$ cat src/rtl/cpu_axi_master_pkg.sv
// cpu_axi_master_pkg: FSM state type and fixed AXI field values for the single-beat master bridge
package cpu_axi_master_pkg;
    typedef enum logic [2:0] {S_IDLE, S_AR, S_R, S_AW, S_W, S_B} state_t;
    localparam logic [2:0] AXI_SIZE_WORD  = 3'b010;
    localparam logic [1:0] AXI_BURST_INCR = 2'b01;
    localparam logic [3:0] AXI_LEN_ONE    = 4'd0;
    localparam logic [1:0] RESP_OKAY      = 2'b00;
endpackage

$ cat src/rtl/cpu_axi_master.sv
// cpu_axi_master: turns a stall-based core memory request into one single-beat AXI4 read or write
// Ports: CLK/RST (async, active-high); core_req/we/addr/wdata/web in, core_stall/rdata/err out;
//        AXI4 master AW/W/B/AR/R channels toward the interconnect (RID/BID ignored).
module cpu_axi_master
    import cpu_axi_master_pkg::*;
#(
    parameter logic [3:0] MASTER_ID = 4'd0
) (
    input  logic        CLK,
    input  logic        RST,
    input  logic        core_req,
    input  logic        core_we,
    input  logic [31:0] core_addr,
    input  logic [31:0] core_wdata,
    input  logic [3:0]  core_web,
    output logic        core_stall,
    output logic [31:0] core_rdata,
    output logic        core_err,
    output logic [3:0]  AWID,
    output logic [31:0] AWADDR,
    output logic [3:0]  AWLEN,
    output logic [2:0]  AWSIZE,
    output logic [1:0]  AWBURST,
    output logic        AWVALID,
    input  logic        AWREADY,
    output logic [31:0] WDATA,
    output logic [3:0]  WSTRB,
    output logic        WLAST,
    output logic        WVALID,
    input  logic        WREADY,
    input  logic [3:0]  BID,
    input  logic [1:0]  BRESP,
    input  logic        BVALID,
    output logic        BREADY,
    output logic [3:0]  ARID,
    output logic [31:0] ARADDR,
    output logic [3:0]  ARLEN,
    output logic [2:0]  ARSIZE,
    output logic [1:0]  ARBURST,
    output logic        ARVALID,
    input  logic        ARREADY,
    input  logic [3:0]  RID,
    input  logic [31:0] RDATA,
    input  logic [1:0]  RRESP,
    input  logic        RLAST,
    input  logic        RVALID,
    output logic        RREADY
);
    state_t      state, state_n;
    logic [31:0] addr_q, wdata_q, rdata_q;
    logic [3:0]  web_q;
    logic        r_done, b_done, done, unused;
    assign unused = ^{RID, BID};
    // READY is held high for the whole R/B state, so a VALID there is the handshake
    assign r_done = state == S_R && RVALID && RLAST;
    assign b_done = state == S_B && BVALID;
    assign done   = r_done | b_done;
    always_ff @(posedge CLK or posedge RST) begin
        if (RST) state <= S_IDLE;
        else     state <= state_n;
    end
    always_ff @(posedge CLK or posedge RST) begin
        if (RST) begin
            addr_q  <= '0;
            wdata_q <= '0;
            web_q   <= '0;
            rdata_q <= '0;
        end else begin
            if (state == S_IDLE && core_req) begin
                addr_q  <= core_addr;
                wdata_q <= core_wdata;
                web_q   <= core_web;
            end
            if (r_done) rdata_q <= RDATA;
        end
    end
    always_comb begin
        state_n = state;
        case (state)
            S_IDLE:  if (core_req) state_n = core_we ? S_AW : S_AR;
            S_AR:    if (ARREADY)  state_n = S_R;
            S_R:     if (r_done)   state_n = S_IDLE;
            S_AW:    if (AWREADY)  state_n = S_W;
            S_W:     if (WREADY)   state_n = S_B;
            S_B:     if (b_done)   state_n = S_IDLE;
            default: state_n = S_IDLE;
        endcase
    end
    assign ARVALID = state == S_AR;
    assign RREADY  = state == S_R;
    assign AWVALID = state == S_AW;
    assign WVALID  = state == S_W;
    assign BREADY  = state == S_B;
    assign ARID    = MASTER_ID;
    assign ARADDR  = addr_q;
    assign ARLEN   = AXI_LEN_ONE;
    assign ARSIZE  = AXI_SIZE_WORD;
    assign ARBURST = AXI_BURST_INCR;
    assign AWID    = MASTER_ID;
    assign AWADDR  = addr_q;
    assign AWLEN   = AXI_LEN_ONE;
    assign AWSIZE  = AXI_SIZE_WORD;
    assign AWBURST = AXI_BURST_INCR;
    assign WDATA   = wdata_q;
    assign WSTRB   = web_q;
    assign WLAST   = 1'b1;
    // completion is visible to the core in the same cycle the response arrives
    assign core_stall = (state == S_IDLE) ? core_req : ~done;
    assign core_rdata = r_done ? RDATA : rdata_q;
    assign core_err   = (r_done && RRESP != RESP_OKAY) || (b_done && BRESP != RESP_OKAY);
endmodule
$ cat config.mk
export PLATFORM = sky130hd
export DESIGN_NAME = cpu_axi_master
export DESIGN_NICKNAME = d
export VERILOG_FILES = /design/src/rtl/cpu_axi_master_pkg.sv /design/src/rtl/cpu_axi_master.sv
export SDC_FILE = /design/constraint.sdc
export NUM_CORES = 1
export LEC_CHECK = 0
export CORE_ASPECT_RATIO = 2
export CORE_UTILIZATION = 35
export DETAILED_ROUTE_END_ITERATION = 7
export PLACE_DENSITY_LB_ADDON = 0.08
export SYNTH_ARGS = -nofsm -noshare
export SYNTH_HDL_FRONTEND = slang
export SYNTH_SLANG_ARGS = --single-unit
$ cat constraint.sdc
create_clock -name CLK -period 3.7 [get_ports CLK]
set_input_delay 0.74 -clock CLK [delete_from_list [all_inputs] [get_ports CLK]]
set_output_delay 0.74 -clock CLK [all_outputs]
set_load 0.02 [all_outputs]
* Word level (Yosys, flattened, before mapping) *
Cells that the tools add are included.

storage, ports and cells
  register bits = 103
  input bits = 122
  output and inout port bits = 166
  word-level logic and storage cells = 39

operators by class
  eq/ne operators = 11
  multiplexer cells = 10
  reduce and logical (&&, ||, !) cells = 11
  bitwise logic cells = 2

operators by type and width
  cell                                                                      number
  32-bit 2-to-1 mux                                                         1
  3-bit 2-to-1 mux                                                          6
  3-bit case mux with 6 select lines                                        1
  2-bit by 1-bit inequality test with 1-bit output (second input constant)  5
  3-bit by 2-bit == test with 1-bit output (second input constant)          2
  3-bit == test (second input constant)                                     2
  1-bit logical AND                                                         6
  6-bit AND reduction                                                       1
  2-bit nonzero test                                                        2
  3-bit by 1-bit == test with 1-bit output (second input constant)          1
  3-bit logical NOT                                                         1
  2-bit 2-to-1 mux                                                          1
  2-bit inequality test (second input constant)                             1
  1-bit logical OR                                                          1
  1-bit 2-to-1 mux                                                          1
  1-bit NOT                                                                 1
  1-bit OR                                                                  1

* Logic depth before layout (Yosys ltp) *
Gate-level depths: netlist of run 1.

  depth after elaboration = 6
  depth in mapped cells = 5
  depth with buffers taken out = 3

* Worst setup path after synthesis of run 1 *
OpenSTA, ideal clock, no wires.

  path kind = reg-to-output
  start point = register state[0]
  end point = output core_err
  data arrival time = 1.528 ns
  path slack = 1.432 ns
  cell stages (with the launch flop) = 5
  cell sequence = dfrtp_1 nor3b_4 nand3_2 buf_2 o22ai_1

on the way
  longest elaborated chain between the ends = 5

RTL lines
  element                                   line                   RTL
  start: declaration                        cpu_axi_master.sv:49   state_t state, state_n;
  start signal: assignment                  cpu_axi_master.sv:60   else state <= state_n;
  3-bit by 2-bit == test with 1-bit output  --
  net RREADY                                cpu_axi_master.sv:47   output logic RREADY
  1-bit logical AND (2 in series)           cpu_axi_master.sv:55   assign r_done = state == S_R && RVALID && RLAST;
  1-bit logical AND                         cpu_axi_master.sv:110  assign core_err = (r_done && RRESP != RESP_OKAY) || (b_done && BRESP != RESP_OKAY);
  1-bit logical OR                          cpu_axi_master.sv:110
  end: declaration                          cpu_axi_master.sv:18   output logic core_err,

The timed path passes the listed nets, and every way through them passes these cells.

* Worst setup path after layout of run 1 *
  start point = input RVALID
  end point = output core_rdata[21]

on the way
  longest elaborated chain between the ends = 3

RTL lines
  element                          line                  RTL
  start: declaration               cpu_axi_master.sv:46  input logic RVALID,
  1-bit logical AND (2 in series)  cpu_axi_master.sv:55
  32-bit 2-to-1 mux                --
  end: declaration                 cpu_axi_master.sv:17  output logic [31:0] core_rdata,

No other way between the ends.

==> flow_metrics.tcl, run 1 <==
set metrics [dict create \
    status "complete, no violations" \
    yosysSeqAreaShare_pct 58.0 \
    power_density_mw_per_mm2 952 \
    avgRoutedWirePerCell_um 16.3 \
    placed_area_mm2 0.00679 \
    port_buffers 252 \
    ys.warnings.count 0 \
    vdd_drop_max_mv 0.529 \
    grt_max_degree 63 \
    crit_path_end "core_rdata[21]" \
    cts_tree "yes" \
    core_area_mm2 0.0123 \
    r2r_start "state[0]" \
    cts_hold_buf 0 \
    cts_buffer_depth 2 \
    layout_common_cells "252 x clkdlybuf4s50_1, 103 x dfrtp_1, 81 x mux2_2" \
    maxCapViolations 0 \
    max_stage_delay_ns 0.56 \
    timing.setup.critical_path_class "input port to output pin" \
    overflow 0 \
    syn_area_per_cell_um2 14.5 \
    first_pass_iters 4 \
    arrival_ns 2.43 \
    synth_top_area_cell "dfrtp_1" \
    drtAntennaViolNets 0 \
    remaining_drc_errors 0 \
    drive_gt1_share_pct 19.3 \
    r2r_cells 3 \
    nets 647 \
    grtUsageTotal_pct 17.0 \
    syn_area_mm2 0.00445 \
    hp-class "register to register" \
    synth-seq-cells 103 \
    post_cts_buffers 0 \
    cp_num_cells 5 \
    r2r_end "WDATA[17]" \
    worstPathRequired_ns 2.96 \
    crit_fanout 34 \
    finalSetupViolCount 0 \
    fillers 1025 \
    tightest_slew_ns 0.703 \
    fin_crit_sh_pct 85.7 \
    final_common_cell "clkdlybuf4s50_1" \
    leakage_nw 2.94 \
    antenna_found_initial 0 \
    hold_viol 0 \
    post_layout_nonfiller_instances 676 \
    clock_sinks 103 \
    crit_buf_inv 3 \
    yosysUniqueCellTypes 29 \
    end_kind "output pin" \
    synth_area_leaders "dfrtp_1 58%, mux2_2 21%, buf_4 10%, mux2_1 5.1%, buf_2 0.79%" \
    die_y_um 161 \
    via_per_inst 4.58 \
    crit_start "RVALID" \
    dp.cells 661 \
    post_cts_resized 0 \
    rsz0062_at_grt "false" \
    cts.reportedPaths.clkPinSlew_ns 0.07 \
    setup-tns-final_ns 0 \
    first_iter_violations 43 \
    root_buffer "clkbuf_16" \
    min_period_ns 3.17 \
    syn_inst 306 \
    cts_made_buffers 9 \
    die_area_mm2 0.0132 \
    antenna_cells_inserted 0 \
    crit_slowest_cell "clkdlybuf4s50_1" \
    wirelength_mm 11.0 \
    grt_pass1_vias 3318 \
    routabilityCongestion 0.769 \
    crit_chain "clkdlybuf4s50_1 -> nand3_2 -> buf_12 -> mux2_2 -> clkdlybuf4s50_1" \
    drv_slew 0 \
    area_growth_pct 59.1 \
    synth_top_area_share_pct 58.0 \
    io_pins 288 \
    dp_hpwl_mm 8.47 \
    die-width_um 81.7 \
    rrSetupSlack_ns 1.52 \
    start_kind "input port" \
    rows 57 \
    final_cell_area_mm2 0.00708 \
    vias 3094 \
    slew_headroom_pct 53.2 \
    grt_first_pass_wirelength_mm 16.7 \
    crit_family "buffers and inverters" \
    finClkSkew_ns 0.00880 \
    clk_latency_ns 0.34 \
    path_common_cell "clkdlybuf4s50_1" \
    p_total_w 0.00673 \
    fmax_ghz 0.315 \
    htree_levels 3 \
    initial_core_util_pct 36.3 \
]
==> metrics by stage <==
step,hold slack (ns),setup WS [ns],utilization (%)
final,0.496,0.528,57.7
after global routing,0.504,0.460,57.7
after CTS,0.496,0.511,57.7
after detailed placement,0.481,0.514,55.3
after global placement,0.469,0.515,55.3
after floorplan,0.559,0.256,-
==> worst reg2reg max path, delay by kind of cell, from the launching register on <==
kind,cells,cell delay (ns)
buffers and inverters,1,0.36
flip-flops,1,0.55
multiplexers,1,0.46
AND/OR/NAND/NOR,1,0.70
==> final cells by class <==
cell class | count | area [um2] | area share (%)
inverter | 3 | 13.8 | 0.195
clock inverter | 5 | 60.1 | 0.849
sequential | 103 | 2580 | 36.4
multi-input combinational | 153 | 1430 | 20.2
clock buffer | 10 | 229 | 3.24
tap | 147 | 184 | 2.60
timing repair buffer | 255 | 2580 | 36.5
==> worst min-delay path by stage <==
stage / from / endpoint / cells past startpoint
floorplan: rdata_q[0] / rdata_q[0] / 1
global placement: WDATA[29] / WDATA[29] / 1
detailed placement: rdata_q[8] / rdata_q[8] / 1
CTS: rdata_q[8] / rdata_q[8] / 1
global route: rdata_q[23] / rdata_q[23] / 1
finish: rdata_q[14] / rdata_q[14] / 1
==> layer usage <==
| metal | wire [um] | share of wire, % | vias up | GRT usage, % |
|---|---|---|---|---|
| met2 | 6270 | 57 | 169 | 31.9 |
| met1 | 3480 | 32 | 1516 | 16.0 |
| li1 | - | - | 1393 | - |
| met3 | 996 | 9.1 | 16 | 5.76 |
| met4 | 245 | 2.2 | 0 | 7.18 |
| met5 | 0 | 0 | - | 0 |
==> registers in the layout (all words and copies together) (netlist names) <==
name / count
ARADDR: 32
WDATA: 32
rdata_q: 32
WSTRB: 4
state: 3
==> cells in the mapped netlist (all sizes together) <==
library cell	n
mux2	101
nor2	2
clkbuf	2
or3	1
a31oi	1
conb	2
nor3b	2
o21ai	1
buf	70
nor3	1
a221oi	1
and3	1
a32o	1
o21a	1
nor4b	1
nand2	4
o22ai	1
dfrtp	103
o211ai	1
nand3	1
nand3b	2
inv	3
o221ai	1
a21oi	1
mux2i	1
==> power by group <==
part	internal [W]	leakage [nW]	switching [W]
logic	0.00199	1.58	0.00177
clock network	0.000522	0.139	0.000406
registers	0.00170	1.22	0.000343
total	0.00421	2.94	0.00252
==> kinds of logic after synthesis <==
group | count (synthesis) | synth area share [%]
AO/OA/AOI/OAI | 9 | 1.46
other | 2 | 0.169
buffers and inverters | 75 | 12.0
flip-flops | 103 | 58.0
AND/OR/NAND/NOR | 15 | 2.59
multiplexers | 102 | 25.8
Note: power is estimated with default switching activity, not from simulation.
==> run 2: changes to the inputs <==
SKIP_CTS_REPAIR_TIMING = 1   (was default)
==> results of run 2 <==
No change in the layout: final DEF, timing and power equal those of run 1.
==> run 3: changes to the inputs <==
GPL_TIMING_DRIVEN = 0   (was default)
==> run 3 against run 2 <==
Compared with the run above: critical path type unchanged; fmax decreased by 3.2%; sequential share of layout area fell by 2.5 points; combinational power up 8.8%; first-iteration DRC count up 60%; flip-flop and latch count unchanged; highest routed layer unchanged; global-route usage rose by 1.1 points; clock power rose by 6.5%; critical path depth stayed put; worst setup slack got worse by 0.11 ns.
==> flow_metrics.tcl, run 3 (synthesized netlist as in run 1, its figures left out) <==
set metrics [dict create \
    status "complete, no violations" \
    cts_buffer_depth 2 \
    top_layer "met4" \
    dp_hpwl_mm 9.13 \
    r2r_end "ARADDR[15]" \
    cts.reportedPaths.clkPinSlew_ns 0.07 \
    layout_common_cells "252 x clkdlybuf4s50_1, 103 x dfrtp_1, 81 x mux2_2" \
    initial_core_util_pct 36.3 \
    area_growth_pct 70.8 \
    wl_met1_mm 3.62 \
    hp-class "register to register" \
    finClkSkew_ns 0.00811 \
    drv_slew 0 \
    antenna_cells_inserted 0 \
    whs_path_depth 1 \
    tightest_slew_ns 0.558 \
    die_y_um 161 \
    nets 717 \
    cts_tree "yes" \
    drive_gt1_share_pct 28.7 \
    met2_length_mm 6.50 \
    die_area_mm2 0.0132 \
    grt_first_pass_wirelength_mm 17.8 \
    hold_path_end "WDATA[30]" \
    root_buffer "clkbuf_16" \
    crit_fanout 10 \
    final_util_pct 61.9 \
    crit_start "RLAST" \
    p_comb_share_pct 57.7 \
    rrSetupSlack_ns 1.91 \
    port_buffers 252 \
    overflow 0 \
    hold_viol 0 \
    vdd_drop_max_mv 0.614 \
    leakage_nw 3.28 \
    clock_sinks 103 \
    r2r_cells 5 \
    p_switching_w 0.00259 \
    antenna_found_initial 0 \
    min_period_ns 3.28 \
    grt_max_degree 63 \
    rows 57 \
    drtAntennaViolNets 0 \
    final_common_cell "clkdlybuf4s50_1" \
    fillers 1023 \
    power_density_mw_per_mm2 934 \
    setup-tns-final_ns 0 \
    finalSetupViolCount 0 \
    timing.setup.critical_path_class "input port to output pin" \
    p_clk_share_pct 13.9 \
    core_area_mm2 0.0123 \
    slew_headroom_pct 62.8 \
    die-width_um 81.7 \
    worstPathRequired_ns 2.96 \
    first_iter_violations 69 \
    met3_wirelength_mm 1.13 \
    vias 3313 \
    rsz0062_at_grt "false" \
    end_kind "output pin" \
    power.internal_w 0.00451 \
    min_from "WDATA[30]" \
    dp.cells 731 \
    cts_made_buffers 9 \
    grt_pass1_vias 3468 \
    maxCapViolations 0 \
    clk_latency_ns 0.34 \
    grtUsageTotal_pct 18.2 \
    fin_worst_hold_slack_ns 0.487 \
    via_per_inst 4.44 \
    arrival_ns 2.54 \
    post_layout_nonfiller_instances 747 \
    first_pass_iters 4 \
    seqPwrFrac_pct 28.4 \
    routabilityCongestion 0.785 \
    wirelength_mm 11.5 \
    r2r_start "state[1]" \
    io_pins 288 \
    fin_crit_sh_pct 88.6 \
    avgRoutedWirePerCell_um 15.5 \
    switching_share_pct 36.5 \
    htree_levels 3 \
    remaining_drc_errors 0 \
    fmax_ghz 0.305 \
    start_kind "input port" \
]
[run 3: worst max-delay path: stages]
cell and delay, ns:
clkdlybuf4s50_1 0.43, nand3_2 0.16, buf_2 0.27, mux2_2 0.37, clkdlybuf4s50_1 0.56
[run 3: worst max-delay path by stage]
stage          depth (start not counted)  slack (ns)        endpoint
6_report                               5        0.42  core_rdata[15]
5_1_grt                                5        0.34  core_rdata[17]
4_1_cts                                5        0.40  core_rdata[15]
3_5_place_dp                           5        0.40  core_rdata[21]
3_3_place_gp                           2       -1.38      ARADDR[31]
2_1_floorplan                          1        0.26       ARADDR[0]
[run 3: cell type report]
cell class	instances	area, um2	share of cell area, %
Timing Repair Buffer	253	2550	33.6
Clock inverter	5	63.8	0.840
Tap cell	147	184	2.42
Sequential cell	103	2580	33.9
Buffer	72	523	6.89
Inverter	3	13.8	0.181
Clock buffer	11	253	3.33
Multi-Input combinational cell	153	1430	18.8
[run 3: power by group through the flow]
stage | Clock (W) | Sequential [W] | Combinational [W]
final | 0.000988 | 0.00201 | 0.00409
after global routing | 0.00108 | 0.00209 | 0.00433
after CTS | 0.00103 | 0.00203 | 0.00414
after detailed placement | 0 | 0.00205 | 0.00413
after global placement | 0 | 0.00201 | 0.00408
after floorplan | 0 | 0.00245 | 0.00177
[run 3: stage by stage]
stage / instance area, um2 / power (W) / setup WS (ns)
5_1_grt: 7590 / 0.00750 / 0.336
3_3_place_gp: 7250 / 0.00609 / -1.38
4_1_cts: 7590 / 0.00720 / 0.399
6_report: 7590 / 0.00709 / 0.423
3_5_place_dp: 7280 / 0.00617 / 0.401
2_1_floorplan: 4540 / 0.00422 / 0.256
[run 3: routing by layer]
metal  up-vias  track usage (%)
li1       1536                -
met1      1586             17.5
met2       173             34.1
met3        18             5.88
met4         0             7.10
met5         -                0
